[src/rtl/updown_counter_param.sv]
// updown_counter_param: parameterised up/down counter with modulus, parallel
// load, synchronous clear, wrap/saturate and a registered terminal-count pulse.
// Optional prescaler: define UPDOWN_COUNTER_PRESCALE_EN to add PRESCALE; the
// main count then steps once per PRESCALE enabled cycles.
module updown_counter_param #(
    parameter int               WIDTH       = 8,
    parameter logic [WIDTH-1:0] MAX_COUNT   = {WIDTH{1'b1}},
    parameter bit               SATURATE    = 1'b0,
`ifdef UPDOWN_COUNTER_PRESCALE_EN
    parameter int               PRESCALE    = 4,
`endif
    parameter logic [WIDTH-1:0] RESET_VALUE = '0
) (
    input  logic             clock,
    input  logic             reset,
    input  logic             enable,
    input  logic             up_down,
    input  logic             load,
    input  logic [WIDTH-1:0] load_value,
    input  logic             clear,
    output logic [WIDTH-1:0] count_out,
    output logic             terminal_count
);

    logic [WIDTH-1:0] count_q, count_d;
    logic             tc_q, tc_d;
    logic             step;

`ifdef UPDOWN_COUNTER_PRESCALE_EN
    // Prescaler is at least one bit wide so PRESCALE=1 still elaborates;
    // with PRESCALE=1 the terminal phase is always 0 and every cycle steps.
    localparam int PW = (PRESCALE > 1) ? $clog2(PRESCALE) : 1;

    logic [PW-1:0] pre_q, pre_d;
    logic          pre_last;

    assign pre_last = (pre_q == PW'(PRESCALE - 1));
    assign step     = enable && pre_last;

    // Prescaler phase: restarts on clear/load, advances only on enabled cycles.
    always_comb begin
        pre_d = pre_q;
        if (clear || load) begin
            pre_d = '0;
        end else if (enable) begin
            pre_d = pre_last ? '0 : pre_q + 1'b1;
        end
    end

    // Prescaler state register.
    always_ff @(posedge clock or negedge reset) begin
        if (!reset) begin
            pre_q <= '0;
        end else begin
            pre_q <= pre_d;
        end
    end
`else
    assign step = enable;
`endif

    // Next count and terminal-count: clear > load > step > hold.
    // Boundaries use explicit compares so non-power-of-two moduli wrap right.
    always_comb begin
        count_d = count_q;
        tc_d    = 1'b0;
        if (clear) begin
            count_d = '0;
        end else if (load) begin
            count_d = (load_value > MAX_COUNT) ? MAX_COUNT : load_value;
        end else if (step) begin
            if (up_down) begin
                if (count_q >= MAX_COUNT) begin
                    count_d = SATURATE ? MAX_COUNT : '0;
                    tc_d    = 1'b1;
                end else begin
                    count_d = count_q + 1'b1;
                end
            end else begin
                if (count_q == '0) begin
                    count_d = SATURATE ? '0 : MAX_COUNT;
                    tc_d    = 1'b1;
                end else begin
                    count_d = count_q - 1'b1;
                end
            end
        end
    end

    // Count and pulse registers; reset abandons any in-flight pulse.
    always_ff @(posedge clock or negedge reset) begin
        if (!reset) begin
            count_q <= RESET_VALUE;
            tc_q    <= 1'b0;
        end else begin
            count_q <= count_d;
            tc_q    <= tc_d;
        end
    end

    assign count_out      = count_q;
    assign terminal_count = tc_q;

endmodule

[config.mk]
export PLATFORM = sky130hd
export DESIGN_NAME = updown_counter_param
export DESIGN_NICKNAME = d
export VERILOG_FILES = /design/src/rtl/updown_counter_param.sv
export SDC_FILE = /design/constraint.sdc
export NUM_CORES = 1
export LEC_CHECK = 0
export BUFFER_PORTS_ARGS = -buffer_cell sky130_fd_sc_hd__buf_2
export CAP_MARGIN = 15
export CORE_MARGIN = 8
export CORE_UTILIZATION = 30
export DETAILED_ROUTE_END_ITERATION = 16
export PLACE_DENSITY_LB_ADDON = 0.15
export REMOVE_ABC_BUFFERS = 1
export SETUP_SLACK_MARGIN = 0.1
export SLEW_MARGIN = 20
export SYNTH_ARGS = -nofsm -noshare
export SYNTH_HDL_FRONTEND = slang
export SYNTH_SLANG_ARGS = --single-unit
[constraint.sdc]
create_clock -name clock -period 1.7 [get_ports clock]
set_clock_uncertainty 0.15 [all_clocks]
set_input_delay 0.17 -clock clock [delete_from_list [all_inputs] [get_ports clock]]
set_output_delay 0.17 -clock clock [all_outputs]
set_load 0.1 [all_outputs]
* Word-level counts from Yosys, hierarchy flattened *
Index checks and enable logic that the tools add are counted.
W data, S select, Z words.

operators by class
  add/sub/neg operators = 2
  order comparisons = 2
  muxes and demuxes = 13
  reductions and logical operators = 2

operators by type and width
  kind                   count
  $mux W8                7
  $add A8 B1 Y8 const B  1
  $ge A8 B8 Y1 const B   1
  $gt A8 B8 Y1 const B   1
  $logic_not A8 Y1       1
  $sub A8 B1 Y8 const B  1
  $mux W1                6
  $reduce_bool A3 Y1     1

storage, ports and cells
  register bits after elaboration = 9
  input bits = 14
  output and inout bits = 9
  logic and storage cells = 21

* Longest topological paths before layout *
  depth after elaboration = 6
  mapped depth = 6

* Worst setup path after synthesis *
OpenSTA, ideal clock, no wires.

  path kind = reg2reg
  start point = reg count_q[0] (netlist: count_out[0])
  end point = reg count_q[7] (netlist: count_out[7])
  library setup time = 0.120 ns
  data arrival time = 2.176 ns
  path slack = -0.746 ns
  cell stages (with the launch flop) = 6
  path through = dfrtp_1 > inv_1 > ha_1 > o2111a_1 > a311o_1 > a41o_1

between the ends
  word-level cells in the longest chain between the ends = 6
  elaborated cells between the ends (all ways) = 10
  classes of those cells = 2 x add/sub; 1 x order compare; 6 x mux; 1 x reduce/logical

ends and longest elaborated chain
  item                                         RTL line  RTL
  start: declaration                           25        logic [WIDTH-1:0] count_q, count_d;
  start signal: assignment                     96        count_q <= count_d;
  $sub A8 B1 Y8, or another cell as far along  84        count_d = count_q - 1'b1;
  $mux W8, on equally long branches            80, 73
  $mux W8 (*)                                  72        if (up_down) begin
  $mux W8 (*)                                  71        end else if (step) begin
  $mux W8 (*)                                  69        end else if (load) begin
  $mux W8 (*)                                  67        if (clear) begin

Every way passes the cells marked *; elsewhere a longest branch is shown, timed or not. The select of a mux whose other input is x is not followed.
A chain may end at the register's enable or synchronous reset.

* Final worst setup path *
  start point = reg count_q[3] (netlist: count_out[3])
  end point = reg count_q[6] (netlist: count_out[6])

Same word-level chain as after synthesis.

==> flow_summary.toml <==
[floorplanning]
num_rows = 19
die-area_um2 = 4866
die_w_um = 69.76
core_region_area_um2 = 2758
die_y_um = 69.76
start_util = 0.3144
ios = 23

[synthesis]
async_flop_share = 1.000
synth_seq_cells = 9
synth-edff-count = 0
synthTopCellsByArea = "dfrtp_1 (26%), a21oi_1 (5.2%), nor3b_1 (5.2%)"
synth_top_flop_cell = "dfrtp_1"
synth_seq_area_share = 0.2597
synthCells = 110
syn_area_per_cell_um2 = 7.883
yosysWarningCount = 0
synth_area_um2 = 867.1
yosysUniqueCellTypes = 40
synth_top_area_cell = "dfrtp_1"
yosys.area.top_type_share = 0.2597

[timing]
fin_crit_sh = 1.043
worst_slew_pin_slew_ns = 0.4903
tns_ns = -0.1921
setup_ws_ns = -0.07360
setup_viol = 5
maxSlewViolCount = 0
hold_violations = 0
maxSlewHeadroom = 0.6754
rsz0062_at_grt = "true"
max_freq_ghz = 0.5638
min_period_ns = 1.774

[clock_network]
cts_tree = "yes"
clkTransAtPathRegs_ns = 0.08
h-tree-depth = 1
cts_sinks = 9
clockBufferDepth = 2
clk_latency_ns = 0.28
cts-root-buf = "clkbuf_4"
cts-buffers-inserted = 3

[critical_path]
reg2reg_slack_ns = -0.07
critPathRequiredTime_ns = 1.72
cp.arrival_ns = 1.79
start_kind = "flop"
crit_path_start = "count_out[3]"
critPathCapture = "count_out[6]"
ff2ff_path_depth = 4
r2r-end = "count_out[6]"
critPathMaxFanout = 2
path_class = "reg -> reg"
r2r_start = "count_out[3]"
crit_path_end_kind = "flop"

[layout]
finish.net_count = 171
area_delta_synth_final_pct = 56.42
nFillCells = 259
diodes = 0
drive_above_1_share = 0.4706
postLayoutCellArea_um2 = 1356

[global_routing]
antenna_found_initial = 0
grt_pass1_vias = 1054
grt_usage = 0.1324
grt_max_degree = 18
grt_pass1_wl_um = 5416
grt-ovfl-total = 0

[power_and_ir_drop]
p_per_area_nw_per_um2 = 685.6
ir_worst_vdd_mv = 0.3727
fin_total_pwr_mw = 0.9298
p_leak_nw = 0.5910

[routing]
drc_errors = 0
post_drt_wl_per_cell_um = 17.16
drt_pass1_iterations = 5
routed_wl_um = 3157
vias = 1026
final_antenna_net_count = 0
drt_iter0_markers = 67
via_per_inst = 5.576

[placement]
portBuffers = 22
dp_hpwl_um = 2206
gp_congestion = 0.8761
postPlaceCellArea_um2 = 1116

[run]
cap_violations = 0

[min_path]
hold_path.class = "in -> reg"

[run_status]
violations = "setup timing"
status = "finished with violations"
[per-stage QoR]
stage	hold slack, ns	instances	utilization	setup slack (ns)
global route	0.04162	184	0.4918	-0.1748
floorplan	-0.2756	101	-	-0.7580
finish	0.01224	184	0.4918	-0.07360
global placement	-0.1040	174	0.4047	-0.08244
CTS	0.01733	184	0.4719	-0.08219
detailed placement	-0.09900	174	0.4047	-0.09526
[logic make-up (layout without fill, tap and decap cells)]
kind of cell,Yosys count,count (layout),share of synthesized area
AND/OR/NAND/NOR,42,42,0.2554
AO/OA/AOI/OAI,35,35,0.3016
buffers and inverters,16,59,0.08802
flip-flops,9,9,0.2597
XOR/XNOR,4,4,0.04041
adder cells (fa/ha/maj),3,3,0.04329
multiplexers,1,1,0.01154
[worst max-delay path, stage by stage (launching register included)]
cell and delay, ns:
dfrtp_1 0.38, or4_4 0.55, o32ai_2 0.21, a2111oi_1 0.11, a211o_1 0.27
[cell usage in the layout (no fill, tap or decap), types with 3 or more instances in the layout]
master / Yosys / final
a21oi_1: 9 / 7
buf_2: 7 / 14
buf_4: 0 / 24
buf_6: 1 / 4
clkbuf_4: 0 / 8
dfrtp_1: 9 / 9
ha_4: 0 / 3
inv_1: 7 / 5
nand2_1: 8 / 8
nand3_1: 5 / 3
nor2_1: 9 / 8
nor3_1: 6 / 3
nor3_2: 0 / 3
nor3b_1: 6 / 4
o21ai_0: 5 / 3
xnor2_1: 3 / 3
[flip-flops by register name (all words and copies together), names as in the netlist]
name	cells
terminal_count	1
count_out	8
[power by group]
part | internal (mW) | total [mW] | switching, mW | leakage (nW)
clock network | 0.0911 | 0.183 | 0.0917 | 0.0150
logic | 0.199 | 0.505 | 0.307 | 0.457
registers | 0.229 | 0.242 | 0.0126 | 0.119
[how the worst min path moves through the flow]
stage                              from      endpoint  slack [ns]  depth (start not counted)
after floorplan                   reset  count_out[0]       -0.28                          0
after global routing      load_value[4]  count_out[4]        0.04                          3
final                     load_value[4]  count_out[4]        0.01                          3
after global placement            reset  count_out[7]       -0.10                          1
after detailed placement          reset  count_out[1]        -0.1                          1
after CTS                 load_value[4]  count_out[4]        0.02                          3
[per-layer routing]
layer / routed length, um / up-vias / track usage
met1: 1470 / 489 / 0.1714
met5: 0 / - / 0
met2: 1507 / 28 / 0.2183
met4: 51 / 0 / 0.04241
li1: - / 502 / -
met3: 127 / 7 / 0.01717
[timing repair]
action,in CTS,in global routing
buffers inserted,5,1
hold buffers,1,0
pin swaps,9,8
gates resized for setup,26,15
endpoints found under the hold margin,9,0
setup endpoints to repair,8,13
[layout make-up]
type                    count  area [um^2]  share of cell area
multi-input cells          85        696.9              0.5138
repair buffers             48        342.8              0.2528
flip-flops and latches      9        225.2              0.1661
well taps                  31        38.79             0.02860
clock buffers               4        26.28             0.01937
inverters                   7        26.28             0.01937
[synth_stat cells (2+ instances only)]
cell type,number
o21ai_0,5
o31a_1,2
a21oi_1,9
nor3b_1,6
inv_1,7
o2111ai_1,2
nor3_1,6
ha_1,3
nand3_1,5
nand2_1,8
dfrtp_1,9
nor2_1,9
o211ai_1,2
xnor2_1,3
a221o_1,2
and2_1,2
buf_2,7
Power figures use the tool's default switching activity.
